==> src/rtl/ex_operand_stage.sv <==
// ID/EX pipeline register plus operand formation (forwarding + source muxing) for the ALU.
// Latency: one cycle from decode inputs to E-stage register; operands are combinational from E + forwards.
// Backpressure: stall_e holds the slot, flush_e loads a bubble (wins over stall); load_use_stall asks for that.
//
// Ports:
//   clk, rst                 rising-edge clock, asynchronous active-high reset
//   stall_e, flush_e         hold / bubble control from the hazard unit
//   *_d                      decoded instruction fields from the decode stage
//   fwd_{rd,we,data}_{m,w}   MEM and WB result forwarding sources
//   operand1/2, alu_ctrl_e   ALU inputs
//   store_data_e, pc_e, rd_e, reg_write_e, mem_read_e, mem_write_e, valid_e   to the EX/MEM register
//   load_use_stall           load-use hazard request to the hazard unit
module ex_operand_stage #(
    parameter int                XLEN        = 32,
    parameter int                CTRL_W      = 4,
    parameter logic [CTRL_W-1:0] BUBBLE_CTRL = 4'd3
) (
    input  logic              clk,
    input  logic              rst,
    input  logic              stall_e,
    input  logic              flush_e,
    input  logic              valid_d,
    input  logic [XLEN-1:0]   pc_d,
    input  logic [4:0]        rs1_d,
    input  logic [4:0]        rs2_d,
    input  logic [4:0]        rd_d,
    input  logic [XLEN-1:0]   reg1_d,
    input  logic [XLEN-1:0]   reg2_d,
    input  logic [XLEN-1:0]   imm_d,
    input  logic [CTRL_W-1:0] alu_ctrl_d,
    input  logic              alu_src1_d,
    input  logic [1:0]        alu_src2_d,
    input  logic              reg_write_d,
    input  logic              mem_read_d,
    input  logic              mem_write_d,
    input  logic [4:0]        fwd_rd_m,
    input  logic              fwd_we_m,
    input  logic [XLEN-1:0]   fwd_data_m,
    input  logic [4:0]        fwd_rd_w,
    input  logic              fwd_we_w,
    input  logic [XLEN-1:0]   fwd_data_w,
    output logic [XLEN-1:0]   operand1,
    output logic [XLEN-1:0]   operand2,
    output logic [CTRL_W-1:0] alu_ctrl_e,
    output logic [XLEN-1:0]   store_data_e,
    output logic [XLEN-1:0]   pc_e,
    output logic [4:0]        rd_e,
    output logic              reg_write_e,
    output logic              mem_read_e,
    output logic              mem_write_e,
    output logic              valid_e,
    output logic              load_use_stall
);

    typedef struct packed {
        logic              valid;
        logic [XLEN-1:0]   pc;
        logic [4:0]        rs1;
        logic [4:0]        rs2;
        logic [4:0]        rd;
        logic [XLEN-1:0]   reg1;
        logic [XLEN-1:0]   reg2;
        logic [XLEN-1:0]   imm;
        logic [CTRL_W-1:0] alu_ctrl;
        logic              alu_src1;
        logic [1:0]        alu_src2;
        logic              reg_write;
        logic              mem_read;
        logic              mem_write;
    } e_slot_t;

    // A bubble is an all-zero slot executing ADD, so the ALU sees 0 + 0.
    function automatic e_slot_t bubble_slot();
        e_slot_t s;
        s          = '0;
        s.alu_ctrl = BUBBLE_CTRL;
        return s;
    endfunction

    // MEM beats WB; x0 is hard-wired so it is never forwarded.
    function automatic logic [XLEN-1:0] fwd_sel(
        input logic [4:0]      src,
        input logic [XLEN-1:0] regval,
        input logic [4:0]      rd_m,
        input logic            we_m,
        input logic [XLEN-1:0] dat_m,
        input logic [4:0]      rd_w,
        input logic            we_w,
        input logic [XLEN-1:0] dat_w
    );
        if (we_m && (rd_m != 5'd0) && (rd_m == src)) begin
            return dat_m;
        end
        if (we_w && (rd_w != 5'd0) && (rd_w == src)) begin
            return dat_w;
        end
        return regval;
    endfunction

    e_slot_t       e_q;
    e_slot_t       d_slot;
    logic [XLEN-1:0] fv1;
    logic [XLEN-1:0] fv2;

    // An empty decode slot must not leave side effects in E, so its control bits are squashed.
    always_comb begin
        d_slot           = '0;
        d_slot.valid     = valid_d;
        d_slot.pc        = pc_d;
        d_slot.rs1       = rs1_d;
        d_slot.rs2       = rs2_d;
        d_slot.rd        = rd_d;
        d_slot.reg1      = reg1_d;
        d_slot.reg2      = reg2_d;
        d_slot.imm       = imm_d;
        d_slot.alu_ctrl  = alu_ctrl_d;
        d_slot.alu_src1  = alu_src1_d;
        d_slot.alu_src2  = alu_src2_d;
        d_slot.reg_write = reg_write_d & valid_d;
        d_slot.mem_read  = mem_read_d & valid_d;
        d_slot.mem_write = mem_write_d & valid_d;
    end

    always_ff @(posedge clk or posedge rst) begin
        if (rst) begin
            e_q <= bubble_slot();
        end else if (flush_e) begin
            e_q <= bubble_slot();
        end else if (!stall_e) begin
            e_q <= d_slot;
        end
    end

    // Forwarding is evaluated from the live MEM/WB inputs, so a stalled slot keeps picking up
    // results that retire while it waits.
    assign fv1 = fwd_sel(e_q.rs1, e_q.reg1, fwd_rd_m, fwd_we_m, fwd_data_m,
                         fwd_rd_w, fwd_we_w, fwd_data_w);
    assign fv2 = fwd_sel(e_q.rs2, e_q.reg2, fwd_rd_m, fwd_we_m, fwd_data_m,
                         fwd_rd_w, fwd_we_w, fwd_data_w);

    assign operand1 = e_q.alu_src1 ? e_q.pc : fv1;

    // Encoding 11 is treated as immediate.
    always_comb begin
        operand2 = e_q.imm;
        case (e_q.alu_src2)
            2'b00:   operand2 = fv2;
            2'b10:   operand2 = XLEN'(4);
            default: operand2 = e_q.imm;
        endcase
    end

    assign store_data_e = fv2;
    assign alu_ctrl_e   = e_q.alu_ctrl;
    assign pc_e         = e_q.pc;
    assign rd_e         = e_q.rd;
    assign reg_write_e  = e_q.reg_write;
    assign mem_read_e   = e_q.mem_read;
    assign mem_write_e  = e_q.mem_write;
    assign valid_e      = e_q.valid;

    // A load in E cannot forward its data to the instruction right behind it in D.
    assign load_use_stall = e_q.valid & e_q.mem_read & (e_q.rd != 5'd0) & valid_d &
                            ((e_q.rd == rs1_d) | (e_q.rd == rs2_d));

endmodule

==> config.mk <==
export PLATFORM = sky130hd
export DESIGN_NAME = ex_operand_stage
export DESIGN_NICKNAME = d
export VERILOG_FILES = /design/src/rtl/ex_operand_stage.sv
export SDC_FILE = /design/constraint.sdc
export NUM_CORES = 1
export LEC_CHECK = 0
export CORE_MARGIN = 1.5
export CORE_UTILIZATION = 30
export CTS_BUF_LIST = sky130_fd_sc_hd__clkbuf_8
export DETAILED_ROUTE_END_ITERATION = 10
export HOLD_SLACK_MARGIN = 0.1
export SYNTH_ARGS = -nofsm -noshare
export SYNTH_HDL_FRONTEND = slang
export SYNTH_SLANG_ARGS = --single-unit
==> constraint.sdc <==
create_clock -name clk -period 7.2 [get_ports clk]
set_input_delay 1.44 -clock clk [delete_from_list [all_inputs] [get_ports clk]]
set_output_delay 1.44 -clock clk [all_outputs]
set_load 0.03 [all_outputs]
* Yosys cells after proc, flatten, opt, wreduce, memory -nomap -nowiden
Cells that the tools add are included.
Widths: inputs -> output; s select.
** Word-level totals
- Bits in registers :: 154
- Input bits :: 234
- Output and inout port bits :: 142
- Word-level logic and storage cells :: 58
** Operators by class
- Equality and inequality tests :: 8
- Muxes and demuxes :: 18
- Bitwise gates (word level) :: 8
- Reductions and logical operators :: 10
** Operators by type and width (count)
- $mux 154 :: 2
- $mux 32 :: 9
- $pmux 32 s2 :: 1
- $eq 5x5->1 :: 6
- $reduce_bool 5->1 :: 3
- $and 1x1->1 :: 7
- $logic_and 1x1->1 :: 6
- $mux 1 :: 6
- $eq 2x2->1 const B :: 1
- $logic_not 2->1 :: 1
- $ne 2x1->1 const B :: 1
- $or 1x1->1 :: 1

* Depth between registers and ports, before layout
- Depth in word-level cells :: 8
- Gate-level depth with buffers :: 7
- Gate-level depth less buffers :: 5

* Worst setup path before layout
No wires, ideal clock.
- Path type :: input-to-output
- From :: in fwd_rd_m[1]
- To :: out operand1[10]
- Arrival :: 3324 ps
- Required time :: 5760 ps
- Setup slack :: 2436 ps
- Stages :: 7
- Path buffers :: 2
- Path through :: or4_4 o2111ai_2 or2_1 buf_2 buf_6 nor2_1 o31ai_1
** Between the ends
- Longest elaborated chain between the ends :: 6
- Elaborated cells on any way between the ends :: 7
- Those cells by class :: 1 x eq/ne; 3 x mux; 3 x reduce/logical
** RTL lines
- start: declaration :: line 36 : input logic [4:0] fwd_rd_m,
- $reduce_bool 5->1 :: line 91 : if (we_m && (rd_m != 5'd0) && (rd_m == src)) begin
- $logic_and 1x1->1 :: line 91
- $logic_and 1x1->1 (*) :: line 91
- $mux 1 (*) :: line 91
- $mux 32 (*) :: line 94 : if (we_w && (rd_w != 5'd0) && (rd_w == src)) begin
- $mux 32 (*) :: line 141 : assign operand1 = e_q.alu_src1 ? e_q.pc : fv1;
- end: declaration :: line 42 : output logic [XLEN-1:0] operand1,
Mark *: on every way between the ends. The rest lies on a longest branch, timed or not.

* Worst setup path in the final report
- From :: in fwd_rd_m[1]
- To :: out operand1[19]
The elaborated chain is that of the path after synthesis.

==> insert_results.sql <==
INSERT INTO impl_metrics (metric_group, metric, value, unit) VALUES
('clocking', 'clkLatencyLatePin', '0.45', 'ns'),
('timing', 'slew_headroom', '0.197', ''),
('hold_path', 'hp-class', 'register to register', ''),
('grt', 'track_usage', '0.230', ''),
('hold_path', 'min-delay-start', 'e_q[88]$_DFFE_PP0P_', ''),
('setup_path', 'critical_path_peak_fanout', '17', ''),
('clocking', 'clock_tree.root_cell', 'sky130_fd_sc_hd__clkbuf_8', ''),
('synth', 'synth-seq-cells', '154', ''),
('synth', 'synthesis.area', '9160', 'um^2'),
('routing', 'detailedRoute.firstIterationViolations', '567', ''),
('timing', 'grt_setup_unrepaired', 'no', ''),
('clocking', 'max-clock-path-buffers', '2', ''),
('setup_path', 'crit-reg2reg-capture', 'e_q[5]$_DFFE_PP0P_', ''),
('place', 'dpl_worst_slack', '1.17', 'ns'),
('run_status', 'outcome', 'complete, no violations', ''),
('timing', 'worst_slew_pin_slew', '1.20', 'ns'),
('setup_path', 'crit_required', '5.76', 'ns'),
('die', 'chipHeight', '178', 'um'),
('synth', 'synth_nets', '1205', ''),
('setup_path', 'r2r_setup_slack', '5.62', 'ns'),
('setup_path', 'worstReg2RegStart', 'e_q[5]$_DFFE_PP0P_', ''),
('die', 'floorplan.core_area', '29900', 'um^2'),
('die', 'die_width', '178', 'um'),
('setup_path', 'critPathArrivalTime', '4.67', 'ns'),
('die', 'die_area', '31600', 'um^2'),
('clocking', 'postCtsHoldBufs', '0', ''),
('clocking', 'post_cts.resized_instances', '0', ''),
('timing', 'max_freq', '164', 'MHz'),
('grt', 'first_global_vias', '8630', ''),
('timing', 'fin_worst_hold_slack', '0.524', 'ns'),
('job', 'max_cap_viols', '0', ''),
('routing', 'number_of_vias_in_the_routed_layout', '8605', ''),
('place', 'place.detailed.hpwl', '25500', 'um'),
('timing', 'finalMaxSlewViolations', '0', ''),
('routing', 'wirelength', '36800', 'um'),
('timing', 'fin_tns_setup', '0', 'ns'),
('synth', 'synth_edf_count', '0', ''),
('finish', 'n_fill_cell', '2954', ''),
('synth', 'synth_sequential_area_ratio', '0.421', ''),
('synth', 'avg_cell_area_syn', '9.43', 'um^2'),
('routing', 'drt_first_pass_iters', '5', ''),
('clocking', 'maximum_level_of_the_cts_h_tree', '4', ''),
('finish', 'final_nets', '1487', ''),
('synth', 'synthCells', '971', ''),
('timing', 'setup_viol', '0', ''),
('finish', 'area_growth', '44.1', '%'),
('finish', 'layout.cells.most_common_list', '373 x sky130_fd_sc_hd__clkdlybuf4s50_1, 219 x sky130_fd_sc_hd__nor2_1, 181 x sky130_fd_sc_hd__mux2i_1, 150 x sky130_fd_sc_hd__dfrtp_1, 37 x sky130_fd_sc_hd__nand2_1', ''),
('timing', 'timing.final.crit_period', '6.11', 'ns'),
('routing', 'post_drt_wl_per_cell', '22.2', 'um'),
('hold_path', 'min_delay_worst_endpoint', 'e_q[88]$_DFFE_PP0P_', ''),
('finish', 'fin_util', '0.442', ''),
('setup_path', 'endpoint_kind', 'output port', ''),
('grt', 'grt_start_max_net_pins', '92', ''),
('routing', 'antenna_violating_nets_post_route', '0', ''),
('timing', 'worst_slack', '1.09', 'ns'),
('synth', 'ys_warn_count', '0', ''),
('synth', 'synth_async_sr_flop_share', '1.00', ''),
('clocking', 'post_cts.repair.setup_buffers', '0', ''),
('power_and_ir_drop', 'power_density', '173', 'nW/um^2'),
('die', 'initial_core_util', '0.307', ''),
('routing', 'viasPerCell', '5.19', ''),
('finish', 'final_common_cell', 'sky130_fd_sc_hd__clkdlybuf4s50_1', ''),
('grt', 'overflow', '0', ''),
('synth', 'yosys.cell_types.count', '39', ''),
('power_and_ir_drop', 'power', '0.00228', 'W'),
('finish', 'seq_area', '3860', 'um^2'),
('routing', 'drc_errors', '0', ''),
('timing', 'final-hold-violation-count', '0', ''),
('timing', 'fin_skew', '0', 'ns'),
('setup_path', 'start_kind', 'input pin', ''),
('clocking', 'cts_tree', 'done', '');
[Yosys cell counts (4+ instances only)]
cell type | number | area, um^2
sky130_fd_sc_hd__mux2i_1 | 181 | 1810
sky130_fd_sc_hd__xnor2_1 | 21 | 184
sky130_fd_sc_hd__a21oi_1 | 36 | 180
sky130_fd_sc_hd__nand3_1 | 4 | 20.0
sky130_fd_sc_hd__o31ai_1 | 32 | 240
sky130_fd_sc_hd__buf_4 | 42 | 315
sky130_fd_sc_hd__a32oi_1 | 31 | 272
sky130_fd_sc_hd__dfrtp_1 | 152 | 3800
sky130_fd_sc_hd__clkbuf_1 | 48 | 180
sky130_fd_sc_hd__a211oi_1 | 32 | 240
sky130_fd_sc_hd__buf_1 | 13 | 48.8
sky130_fd_sc_hd__xor2_1 | 8 | 70.1
sky130_fd_sc_hd__nand2_1 | 39 | 146
sky130_fd_sc_hd__a21boi_0 | 32 | 240
sky130_fd_sc_hd__buf_2 | 11 | 55.1
sky130_fd_sc_hd__buf_6 | 10 | 113
sky130_fd_sc_hd__o21ai_1 | 31 | 155
sky130_fd_sc_hd__nor2_1 | 221 | 830
[cells by family (layout without fill, tap and decap cells)]
logic type,Yosys count,after routing,share of synthesized area
AOI/OAI and AO/OA,203,203,0.156
xor gates and xnor gates,29,29,0.0277
buffers and inverters,126,421,0.0785
DFF,154,154,0.421
muxes,181,181,0.198
other,0,1,0
and+or+nand+nor,278,278,0.119
[power by group]
part | switching [W] | internal, W | total [W]
Sequential | 0.0000455 | 0.000913 | 0.000959
Clock | 0.000397 | 0.000253 | 0.000650
Combinational | 0.000363 | 0.000314 | 0.000676
Total | 0.000805 | 0.00148 | 0.00228
[critical path, cell delays in order]
cell,delay (ns)
sky130_fd_sc_hd__clkdlybuf4s50_1,0.48
sky130_fd_sc_hd__or4_4,0.57
sky130_fd_sc_hd__o2111ai_2,0.24
sky130_fd_sc_hd__or2_2,0.45
sky130_fd_sc_hd__buf_4,0.36
sky130_fd_sc_hd__nor2_1,0.07
sky130_fd_sc_hd__o31ai_1,0.28
sky130_fd_sc_hd__clkdlybuf4s50_1,0.74
[registers in the layout, indices dropped and copies added, names as in the netlist]
| name | count |
|---|---|
| mem_read_e | 1 |
| reg_write_e | 1 |
| valid_e | 1 |
| pc_e | 32 |
| rd_e | 5 |
| mem_write_e | 1 |
| e_q | 109 |
| alu_ctrl_e | 4 |
[worst max path at each step]
stage / startpoint / end / slack, ns / depth (start not counted)
after floorplan: rst / alu_ctrl_e[2]$_DFFE_PP0P_ / 1.61 / 1
after global placement: fwd_rd_m[1] / operand1[19] / 1.24 / 8
after detailed placement: fwd_rd_m[1] / operand1[19] / 1.17 / 8
after CTS: fwd_rd_m[1] / operand1[19] / 1.14 / 8
after global routing: fwd_rd_m[1] / operand1[19] / 1.00 / 8
final: fwd_rd_m[1] / operand1[19] / 1.09 / 8
[cell type report]
class                      instances  area share
clock buffer                      17      0.0177
multi-input combinational        691       0.350
antenna                            1    0.000190
inverter                           2    0.000948
clock inverter                    15      0.0101
sequential                       154       0.292
timing repair buffer             387       0.292
tap                              390      0.0370
[metal layers]
layer | share of wire | up-vias | GRT usage | wire, um
met5 | 0.00035 | - | 0 | 13
met4 | 0.023 | 2 | 0.0735 | 856
met3 | 0.074 | 51 | 0.0576 | 2710
met2 | 0.48 | 368 | 0.374 | 17500
met1 | 0.43 | 4245 | 0.298 | 15700
li1 | - | 3939 | - | -
[stage by stage]
| stage | cell area [um^2] | cells |
|---|---|---|
| after floorplan | 9160 | 971 |
| after global placement | 12800 | 1624 |
| after detailed placement | 12800 | 1624 |
| after CTS | 13200 | 1656 |
| after global routing | 13200 | 1656 |
| final | 13200 | 1657 |
No activity file was read; power rests on OpenSTA's default activity.
